File: config.mk
export PLATFORM = sky130hd
export DESIGN_NAME = count_seq_ctrl
export DESIGN_NICKNAME = d
export VERILOG_FILES = /design/src/rtl/count_seq_ctrl.sv
export SDC_FILE = /design/constraint.sdc
export NUM_CORES = 1
export LEC_CHECK = 0
export ABC_AREA = 1
export ABC_CLOCK_PERIOD_IN_PS = 3000
export CAP_MARGIN = 20
export CORE_ASPECT_RATIO = 0.9
export CORE_MARGIN = 4
export CORE_UTILIZATION = 52
export CTS_CLUSTER_SIZE = 40
export DETAILED_ROUTE_END_ITERATION = 16
export GPL_TIMING_DRIVEN = 0
export HOLD_SLACK_MARGIN = 0.1
export PLACE_DENSITY = 0.85
export SLEW_MARGIN = 30
export SYNTH_ARGS = -nofsm -noshare
export SYNTH_HDL_FRONTEND = slang
export SYNTH_SLANG_ARGS = --single-unit
File: constraint.sdc
create_clock -name clk -period 3 [get_ports clk]
set_input_delay 0.6 -clock clk [delete_from_list [all_inputs] [get_ports clk]]
set_output_delay 0.6 -clock clk [all_outputs]
set_load 0.03 [all_outputs]
File: src/rtl/count_seq_ctrl.sv
// Move sequencer for an N-bit up/down counter: accepts a target over valid/ready
// and steps the counter once per prescaled tick along the shortest modular path.
module count_seq_ctrl #(
   parameter int N        = 8,
   parameter int STEP_DIV = 4
) (
   input  logic         clk,
   input  logic         rst,
   input  logic         cmd_valid,
   input  logic [N-1:0] cmd_target,
   output logic         cmd_ready,
   input  logic         abort,
   input  logic [N-1:0] count,
   output logic         cnt_en,
   output logic         cnt_cw,
   output logic         busy,
   output logic         done,
   output logic         aborted,
   output logic [1:0]   dbg_state
);

   // Handshake: a command transfers on any rising edge where cmd_valid && cmd_ready;
   // cmd_ready is high only in IDLE, and nothing is queued while it is low.
   localparam int            PW      = (STEP_DIV > 1) ? $clog2(STEP_DIV) : 1;
   localparam logic [PW-1:0] PC_LAST = PW'(STEP_DIV - 1);
   localparam logic [N-1:0]  HALF    = {1'b1, {(N-1){1'b0}}};

   typedef enum logic [1:0] {
      S_IDLE  = 2'd0,
      S_RUN   = 2'd1,
      S_DONE  = 2'd2,
      S_ABORT = 2'd3
   } state_t;

   state_t        state_q, state_d;
   logic [N-1:0]  target_q, target_d;
   logic          dir_q, dir_d;
   logic [PW-1:0] pc_q, pc_d;

   logic [N-1:0]  diff;
   logic          tick;
   logic          at_target;

   assign diff      = cmd_target - count;
   assign tick      = (pc_q == PC_LAST);
   assign at_target = (count == target_q);
   assign dbg_state = state_q;

   always_ff @(posedge clk or negedge rst) begin
      if (!rst) begin
         state_q  <= S_IDLE;
         target_q <= '0;
         dir_q    <= 1'b0;
         pc_q     <= '0;
      end else begin
         state_q  <= state_d;
         target_q <= target_d;
         dir_q    <= dir_d;
         pc_q     <= pc_d;
      end
   end

   always_comb begin
      state_d   = state_q;
      target_d  = target_q;
      dir_d     = dir_q;
      pc_d      = '0;
      cmd_ready = 1'b0;
      busy      = 1'b1;
      cnt_en    = 1'b0;
      done      = 1'b0;
      aborted   = 1'b0;
      case (state_q)
         S_IDLE: begin
            cmd_ready = 1'b1;
            busy      = 1'b0;
            if (cmd_valid) begin
               target_d = cmd_target;
               if (diff == '0) begin
                  state_d = S_DONE;
               end else begin
                  // The exact half-way tie resolves upward.
                  dir_d   = (diff <= HALF);
                  state_d = S_RUN;
               end
            end
         end
         S_RUN: begin
            pc_d   = tick ? '0 : pc_q + 1'b1;
            cnt_en = tick && !at_target && !abort;
            if (abort) begin
               state_d = S_ABORT;
            end else if (at_target) begin
               state_d = S_DONE;
            end
         end
         S_DONE: begin
            done    = 1'b1;
            state_d = S_IDLE;
         end
         S_ABORT: begin
            aborted = 1'b1;
            state_d = S_IDLE;
         end
         default: begin
            state_d = S_IDLE;
         end
      endcase
   end

   assign cnt_cw = (state_q != S_IDLE) && dir_q;

endmodule

==> metrics.md, run 1 <==
| Metric | Value |
|---|---|
| Detail Route Antenna Nets | 0 |
| Initial core utilization | a little under three fifths |
| HPWL after DPL | 2150 microns |
| Mapped Area | around 1100 sq um |
| Die Footprint | around 2900 sq um |
| Gpl congestion | ~0.86 |
| Final Worst Setup Slack | roughly 60 ps |
| # setup viols final | 0 |
| Cts bufs inserted | 3 |
| 1st-pass router iterations | 4 |
| Core region area | approximately 2000 sq um |
| Top-Level Pins | 28 |
| Vias in the first global route | 1063 |
| Reg-to-reg startpoint | dbg_state[0]$_DFFE_PN0P_ |
| Initial antenna violation count | 0 |
| Area Growth Syn to Fin | 30.5% |
| FF+latch count, synth | 13 |
| Clock Path Buffers | 2 |
| Clock-pin slew on the worst setup and hold paths | roughly 90 ps |
| Via/cell ratio | between 5 and 6 |
| Max transition margin | ~60% |
| Port Buf Inserts | 27 |
| DR iter-0 viols | 32 |
| Yosys cell types | 19 |
| Postcts setup bufs | 0 |
| Number of synthesized flops with an enable pin | 0 |
| Total congestion overflow | 0 |
| Hold buffers post-CTS | 0 |
| Power density over the cells | between 700 and 800 nW/um^2 |
| Mapped Avg Cell Area | about 7 sq um |
| Tmin final | 2940 ps |
| WP data required | about 2400 ps |
| Max-Cap Viols | 0 |
| Ys Warns | 0 |
| Hold Startpoint | pc_q[0]$_DFF_PN0_ |
| Commonest non-fill, non-tap cells in the layout | nand2_1, inv_1, clkdlybuf4s50_1 |
| CTS tree | yes |
| Overall routing resource usage | between 10% and 20% |
| Overall Power | 1.00 mW |
| Setup Crit Path Kind | input pin to output port |
| Clk_skew | roughly 7.0 ps |
| Slew Viols, Final | 0 |
| Maximum number of pins on one net before global-route repair | 14 |
| WL per Instance | around 12 microns |
| Crit start category | input pin |
| Sequential element share of the synthesized area | 29.9% |
| Worst vdd ir | roughly 0.00045 V |
| H-tree lvl count | 1 |
| Post-synth ARST share | 100% |
| Clock sinks | 13 |
| Tcrit/Tclk final | 98.0% |
| Residual DRC | 0 |
| Post-Synthesis Cells | about 160 |
| RSZ-0062 raised after global routing | false |
| Worst hold path class | flip-flop to flip-flop |
| Die extent in x | 56.3 microns |
| CP max FO | 3 |
| Primary FF master, synth | dfrtp_1 |
| Worst skew pair latency | 290 ps |
| Antenna diodes | 0 |
| Mapped Nets | between 150 and 200 |
| CP endpoint kind | output port |
| Worst Setup SP | count[1] |
| Share of layout cells above drive strength 1 | roughly a tenth |
| PostCTS Resize Cnt | 1 |
| Status | finished, final reports clean |
| Root Driver | clkbuf_4 |
| Worst Path Arrival | approximately 2300 ps |
| Leak pwr | approximately 0.75 nW |
| Chip Height | between 50 and 60 microns |
| DRT Wirelength | around 2600 microns |
| Fmax | about 340 MHz |
| Most common cell after layout, fill and taps aside | nand2_1 |
| Worst slew pin tran | around 590 ps |
| First-pass GRT wire length | 4490 microns |
| Via count | roughly 1100 |
| NumNets Final | ~220 |
| Site Rows | 15 |
| Post-place setup slack | -53.0 ps |
| Fin. Hold Viols | 0 |
[cells by family (layout without fill, tap and decap cells)]
| family | after synthesis | in the layout | synth area share [%] |
|---|---|---|---|
| adders and majority gates | 8 | 8 | 9.19 |
| DFF | 13 | 13 | 29.9 |
| buffers and inverters | 32 | 63 | 11.0 |
| xor gates and xnor gates | 9 | 9 | 7.23 |
| muxes | 7 | 7 | 7.23 |
| AOI/OAI and AO/OA | 6 | 6 | 2.98 |
| and+or+nand+nor | 80 | 80 | 32.5 |
[flip-flops by register name, indices dropped and copies added, names as in the netlist]
name,flops
target_q,8
pc_q,2
dir_q,1
dbg_state,2
[layout make-up]
class,count,area (sq um)
clock inverter,1,5.00
tap,25,31.3
multi-input combinational,110,648
inverter,32,120
sequential,13,325
timing repair buffer,27,270
fill,157,529
clock buffer,3,22.5
[critical path, stage by stage]
cell and delay, ps:
clkdlybuf4s50_1 430, xnor2_1 260, nand4_1 200, o21ai_2 210, nor2_1 60, clkdlybuf4s50_1 590
[per-stage QoR]
step / hold slack, ps / instances / TNS [ps] / instance area, sq um / util, %
global route: 490 / 211 / 0 / 1420 / 72.9
finish: 474 / 211 / 0 / 1420 / 72.9
floorplan: 304 / 155 / 0 / 1090 / -
global placement: 424 / 207 / -41.0 / 1390 / 71.3
detailed placement: 464 / 207 / -53.0 / 1390 / 71.3
CTS: 477 / 211 / 0 / 1420 / 72.7
[Yosys cell counts (all sizes together) (2+ instances only)]
master  count  area share [%]
inv        32              11
nor2       16             6.9
a21oi       3             1.4
o21ai       2            0.92
mux2        7             7.2
ha          8             9.2
nand3      12             6.0
nand4       5             2.9
xnor2       8             6.4
nand2      45              16
dfrtp      13              30
[per-layer routing]
layer | global-route usage [%] | part of all wire, % | wire length, microns
met2 | 36.8 | 52 | 1370
met4 | 4.35 | 1.0 | 27
met3 | 5.81 | 6.7 | 175
met1 | 22.8 | 40 | 1050
met5 | 0 | 0 | 0
[report_power, final]
part / total, mW / switching [mW] / internal, mW
combinational: 0.571 / 0.312 / 0.259
clock: 0.113 / 0.0630 / 0.0496
sequential: 0.321 / 0.0627 / 0.258
total: 1.00 / 0.438 / 0.567
[worst paths after layout]
kind / endpoint / depth (start not counted) / slack [ps]
max in group asynchronous: dir_q$_DFFE_PN0P_ / 1 / 1930
max reg2reg: target_q[6]$_DFFE_PN0P_ / 3 / 1630
min: pc_q[0]$_DFF_PN0_ / 1 / 470
min in group asynchronous: target_q[5]$_DFFE_PN0P_ / 1 / 680
min reg2reg: pc_q[0]$_DFF_PN0_ / 1 / 470
max: cnt_en / 6 / 60
Note: power is estimated with default switching activity, not from simulation.
==> run 2, diff against run 1 <==
CORE_UTILIZATION = 41   (was 52)
PLACE_DENSITY = 0.7   (was 0.85)
==> run 2 against run 1 <==
  * Clock power hardly changed
  * Critical path depth stayed put
  * Core utilization is 16 points lower
  * Setup slack better by 300 ps
  * Register-to-register slack worse by 30 ps
==> metrics.md, run 2 (synthesis results as in run 1) <==
| Metric | Value |
|---|---|
| PostCTS Resize Cnt | 1 (unchanged) |
| Share of layout cells above drive strength 1 | 9.14% (-1.1 points) |
| Tmin final | 2640 ps (-298 ps) |
| Gpl congestion | 0.830 (-3.1%) |
| Site Rows | 17 (+2) |
| Power density over the cells | 692 nW/um^2 (-2.1%) |
| Setup TNS | 0 ps (unchanged) |
| Die Footprint | 3550 sq um (+23%) |
| CP max FO | 3 (unchanged) |
| Setup Crit Path Kind | input pin to output port |
| Most common cell after layout, fill and taps aside | nand2_1 |
| RSZ-0062 raised after global routing | false |
| Core region area | 2490 sq um (+28%) |
| DRT Wirelength | 2430 microns (-7.2%) |
| # setup viols final | 0 (unchanged) |
| Residual DRC | 0 (unchanged) |
| Fmax | 378 MHz (+11%) |
| CTS tree | yes |
| Clock sinks | 13 (unchanged) |
| Clock-pin slew on the worst setup and hold paths | 80 ps (about the same) |
| Chip Height | 56.9 microns (+11%) |
| Maximum number of pins on one net before global-route repair | 14 (unchanged) |
| Via/cell ratio | 4.79 (-8.0%) |
| Worst slew pin tran | 628 ps (+36.2 ps) |
| Postcts setup bufs | 0 (unchanged) |
| CP endpoint kind | output port |
| Max transition margin | 58.0% (-2.4 points) |
| H-tree lvl count | 1 (unchanged) |
| Total congestion overflow | 0 (unchanged) |
| Cts bufs inserted | 3 (unchanged) |
| Top-Level Pins | 28 (unchanged) |
| Commonest non-fill, non-tap cells in the layout | nand2_1, inv_1, clkdlybuf4s50_1 |
| Slew Viols, Final | 0 (unchanged) |
| Vias in the first global route | 1052 (-1.0%) |
| WL per Instance | 11.4 microns (-8.5%) |
| Final Worst Setup Slack | 358 ps (+298 ps) |
| Port Buf Inserts | 27 (unchanged) |
| Worst hold path class | flip-flop to flip-flop |
| Final instance area | 1420 sq um (about the same) |
| 1st-pass router iterations | 4 (unchanged) |
| Area Growth Syn to Fin | 30.7% (about the same) |
| HPWL after DPL | 2020 microns (-5.8%) |
| Initial core utilization | 43.8% (-12 points) |
| WP data required | 2400 ps (about the same) |
| Detail Route Antenna Nets | 0 (unchanged) |
| Clk_skew | 3.96 ps (-3.06 ps) |
| Max reg flops | 8 (unchanged) |
| First-pass GRT wire length | 4440 microns (-1.2%) |
| Leak pwr | 0.766 nW (+2.0%) |
| Status | finished, final reports clean |
| Reg with most FFs | target_q |
| Worst vdd ir | 0.000615 V (+36%) |
| Antenna diodes | 0 (unchanged) |
| Fin. Hold Viols | 0 (unchanged) |
| Via count | 1024 (-6.7%) |
| Root Driver | clkbuf_4 |
| Worst skew pair latency | 280 ps (about the same) |
| Tcrit/Tclk final | 88.1% (-9.9 points) |
| DR iter-0 viols | 31 (-3.1%) |
| Die extent in x | 62.3 microns (+11%) |
| Hold buffers post-CTS | 0 (unchanged) |
| Initial antenna violation count | 0 (unchanged) |
| NumNets Final | 215 (unchanged) |
| Clock Path Buffers | 2 (unchanged) |
| Worst Path Arrival | 2040 ps (-300 ps) |
| Crit start category | input pin |
| Placed instance area | 1400 sq um (+0.27%) |
| Max-Cap Viols | 0 (unchanged) |
| Overall routing resource usage | 15.0% (-4.9 points) |
| Post-place setup slack | -70.4 ps (-17.4 ps) |
==> run 2: critical path, cell delays in order <==
cell             delay (ps)
clkdlybuf4s50_1         440
xnor2_1                 270
nand4_1                 180
o21ai_1                 250
nor2_1                   60
dlymetal6s2s_1          240
==> run 2: power by group <==
| part | internal, mW | total, mW | leakage, nW | switching, mW |
|---|---|---|---|---|
| Sequential | 0.258 | 0.318 | 0.158 | 0.0597 |
| Combinational | 0.257 | 0.556 | 0.592 | 0.299 |
| Clock | 0.0515 | 0.110 | 0.0150 | 0.0589 |
| Total | 0.567 | 0.985 | 0.766 | 0.418 |
==> run 2: layout make-up <==
type | instances | area [sq um]
fillers | 266 | 1060
multi-input cells | 110 | 644
flip-flops and latches | 13 | 325
repair buffers | 27 | 273
inverters | 32 | 120
well taps | 28 | 35.0
clock buffers | 4 | 26.3
==> run 2: final timing paths <==
check                                    startpoint                 endpoint  slack, ps  depth (start not counted)
max                                        count[1]                   cnt_en        360                          6
min                               pc_q[0]$_DFF_PN0_        pc_q[0]$_DFF_PN0_        450                          1
max reg2reg                dbg_state[0]$_DFFE_PN0P_  target_q[2]$_DFFE_PN0P_       1600                          3
min reg2reg                       pc_q[0]$_DFF_PN0_        pc_q[0]$_DFF_PN0_        450                          1
max in group asynchronous                       rst  target_q[2]$_DFFE_PN0P_       1890                          1
min in group asynchronous                       rst  target_q[6]$_DFFE_PN0P_        710                          1
==> run 2: through the flow <==
stage / total power [mW] / hold slack [ps] / std cells / utilization [%]
detailed placement: 0.879 / 432 / 210 / 56.1
global placement: 0.861 / 424 / 210 / 56.1
CTS: 0.995 / 444 / 214 / 57.1
floorplan: 0.693 / 304 / 155 / -
global route: 1.07 / 469 / 214 / 57.2
finish: 0.985 / 446 / 214 / 57.2
==> run 2: per-layer routing <==
layer	GRT usage [%]	part of all wire, %
met1	18.9	50
met2	26.2	46
met3	4.20	4.1
met4	1.82	0
met5	0	0
==> run 3, diff against run 2 <==
GPL_TIMING_DRIVEN = not set   (was 0)
==> run 3 against run 2 <==
  * Clock power about the same
  * Critical endpoint unchanged
  * Combinational power up 0.9%
  * Final cell count up 0.47%
  * Clock skew up 0.69 ps
  * Largest cell class unchanged
  * Non-clock buffer count up 1
  * Register-to-register slack about the same
  * Clock-buffer cell count down 1
  * Setup slack worse by 270 ps
  * First-iteration DRC count down 9.7%
  * Final area up 0.44%
  * Critical path depth unchanged
  * Routed wire length up 0.95%
==> metrics.md, run 3 (synthesis results as in run 1) <==
| Metric | Value |
|---|---|
| Status | finished, final reports clean |
| Area occupied by multi-input gates | 644 sq um (unchanged) |
| Clk_skew | 4.65 ps (+0.688 ps) |
| Worst-case reg-to-reg path depth | 3 (unchanged) |
| Sequential power share | 32.2% (about the same) |
| First-pass GRT wire length | 4350 microns (-2.0%) |
| Site Rows | 17 (unchanged) |
| Logic pwr share | 56.5% (about the same) |
| Reg-to-reg startpoint | dbg_state[0]$_DFFE_PN0P_ |
| Reg area | 325 sq um (unchanged) |
| Initial core utilization | 43.8% (unchanged) |
| Die Footprint | 3550 sq um (unchanged) |
| Slew Viols, Final | 0 (unchanged) |
| Worst slew pin tran | 648 ps (+20.0 ps) |
| Tcrit/Tclk final | 96.9% (+8.8 points) |
| Share of layout cells above drive strength 1 | 10.2% (+1.0 points) |
| Max reg flops | 8 (unchanged) |
| Cts bufs inserted | 3 (unchanged) |
| Vias in the first global route | 1053 (+0.095%) |
| Crit-path cells | clkdlybuf4s50_1 -> xnor2_1 -> nand4_1 -> o21ai_0 -> nor2_1 -> clkdlybuf4s50_1 |
| Placed instance area | 1400 sq um (+0.54%) |
| Max-Cap Viols | 0 (unchanged) |
| Most common cell after layout, fill and taps aside | nand2_1 |
| Crit start category | input pin |
| WHS Endpoint | pc_q[0]$_DFF_PN0_ |
| Util after Layout | 57.5% (+0.25 points) |
| Max stage delay cell, worst path | clkdlybuf4s50_1 |
| Residual DRC | 0 (unchanged) |
| Reg2Reg Setup Slack | 1610 ps (about the same) |
| Clock-pin slew on the worst setup and hold paths | 90 ps (about the same) |
| NumNets Final | 216 (+0.47%) |
| Worst vdd ir | 0.000618 V (+0.43%) |
| RSZ-0062 raised after global routing | false |
| Postcts setup bufs | 0 (unchanged) |
| Sw Share | 42.7% (+0.24 points) |
| Via/cell ratio | 4.82 (+0.80%) |
| Total congestion overflow | 0 (unchanged) |
| CTS tree | yes |
| Antenna diodes | 0 (unchanged) |
| Leak pwr | 0.754 nW (-1.5%) |
| Chip Height | 56.9 microns (unchanged) |
| Commonest non-fill, non-tap cells in the layout | nand2_1, inv_1, clkdlybuf4s50_1 |
| H-tree lvl count | 1 (unchanged) |
| Fmax | 344 MHz (-9.1%) |
| Via count | 1037 (+1.3%) |
| Final instance area | 1430 sq um (+0.44%) |
| Setup TNS | 0 ps (unchanged) |
| WL per Instance | 11.4 microns (+0.48%) |
| HPWL after DPL | 2010 microns (-0.65%) |
| Internal power | 0.570 mW (+0.49%) |
| Overall routing resource usage | 14.7% (-0.30 points) |
| # setup viols final | 0 (unchanged) |
| Clock power share | 11.3% (about the same) |
| Crit-path max cell delay | 600 ps (+160 ps) |
| Top-Level Pins | 28 (unchanged) |
| Fillcell total | 256 (-3.8%) |
| Net Sw Power | 0.424 mW (+1.5%) |
| Port Buf Inserts | 27 (unchanged) |
| Initial antenna violation count | 0 (unchanged) |
| 1st-pass router iterations | 4 (unchanged) |
| Fin cells | 215 (+0.47%) |
| PostCTS Resize Cnt | 0 (-1) |
| Hold buffers post-CTS | 0 (unchanged) |
| WP data required | 2400 ps (about the same) |
| Max transition margin | 56.7% (-1.3 points) |
| Area Growth Syn to Fin | 31.2% |
| DR iter-0 viols | 28 (-9.7%) |
| CP max FO | 2 (-1) |
| Clock Path Buffers | 2 (unchanged) |
| Setup Crit Path Kind | input pin to output port |
| Worst Hold Depth | 1 (unchanged) |
| Core region area | 2490 sq um (unchanged) |
| Reg with most FFs | target_q |
| DRT Wirelength | 2450 microns (+0.95%) |
| Worst skew pair latency | 280 ps (about the same) |
| Clock sinks | 13 (unchanged) |
| Gpl congestion | 0.759 (-8.6%) |
| Detail Route Antenna Nets | 0 (unchanged) |
| Die extent in x | 62.3 microns (unchanged) |
| Fin. Hold Viols | 0 (unchanged) |
| FF-to-FF End | target_q[1]$_DFFE_PN0P_ |
| Maximum number of pins on one net before global-route repair | 14 (unchanged) |
| Hold Startpoint | pc_q[0]$_DFF_PN0_ |
| Power density over the cells | 695 nW/um^2 (+0.47%) |
| Placed Cells incl. Taps | 211 (+0.48%) |
| Worst Path Arrival | 2310 ps (+270 ps) |
| Root Driver | clkbuf_4 |
| Worst hold path class | flip-flop to flip-flop |
| CP endpoint kind | output port |
| Tmin final | 2910 ps (+265 ps) |
| Cell mode on critical path | clkdlybuf4s50_1 |
-- run 3: cell types whose count changed in the layout (fill, tap and decap cells not counted) --
cell             previous run  this run
o21ai_0                     1         2
dlymetal6s2s_1              1         0
clkinv_2                    0         1
clkdlybuf4s50_1            26        27
buf_4                       0         1
o21ai_1                     1         0
clkbuf_1                    1         0
-- run 3: power by group through the flow --
stage	clock, mW	sequential (mW)	combinational (mW)
finish	0.112	0.320	0.561
global route	0.126	0.330	0.621
CTS	0.117	0.319	0.565
detailed placement	0	0.323	0.562
global placement	0	0.317	0.553
floorplan	0	0.335	0.358
-- run 3: metrics by stage --
step	total power, mW	worst slack, ps	hold WS, ps
after floorplan	0.693	957	304
after global placement	0.870	139	425
after detailed placement	0.884	107	437
after CTS	1.00	102	449
after global routing	1.08	38.2	463
final	0.994	92.6	447
-- run 3: per-layer routing --
| metal | vias to the layer above | track usage, % | routed length [microns] |
|---|---|---|---|
| met5 | - | 0 | 0 |
| met4 | 0 | 2.73 | 10 |
| met3 | 2 | 4.40 | 141 |
| met2 | 27 | 24.1 | 1090 |
| met1 | 464 | 19.3 | 1220 |
| li1 | 544 | - | - |
-- run 3: layout make-up --
cell class	count	share of cell area, %
sequential	13	22.7
multi-input combinational	110	45.1
clock inverter	1	0.350
timing repair buffer	28	19.4
clock buffer	3	1.57
tap	28	2.45
inverter	32	8.40
-- run 3: worst max path at each step --
stage | from | to | slack (ps)
final | count[4] | cnt_en | 90
after detailed placement | count[1] | cnt_en | 110
after global placement | count[4] | cnt_en | 140
after global routing | count[1] | cnt_en | 40
after CTS | count[1] | cnt_en | 100
after floorplan | dbg_state[0]$_DFFE_PN0P_ | cnt_en | 960
-- run 3: critical path, delay by kind of cell --
| family | cells | cell delay [ps] |
|---|---|---|
| compound gates | 1 | 240 |
| buf+inv | 2 | 1040 |
| simple gates | 2 | 210 |
| xor+xnor | 1 | 210 |
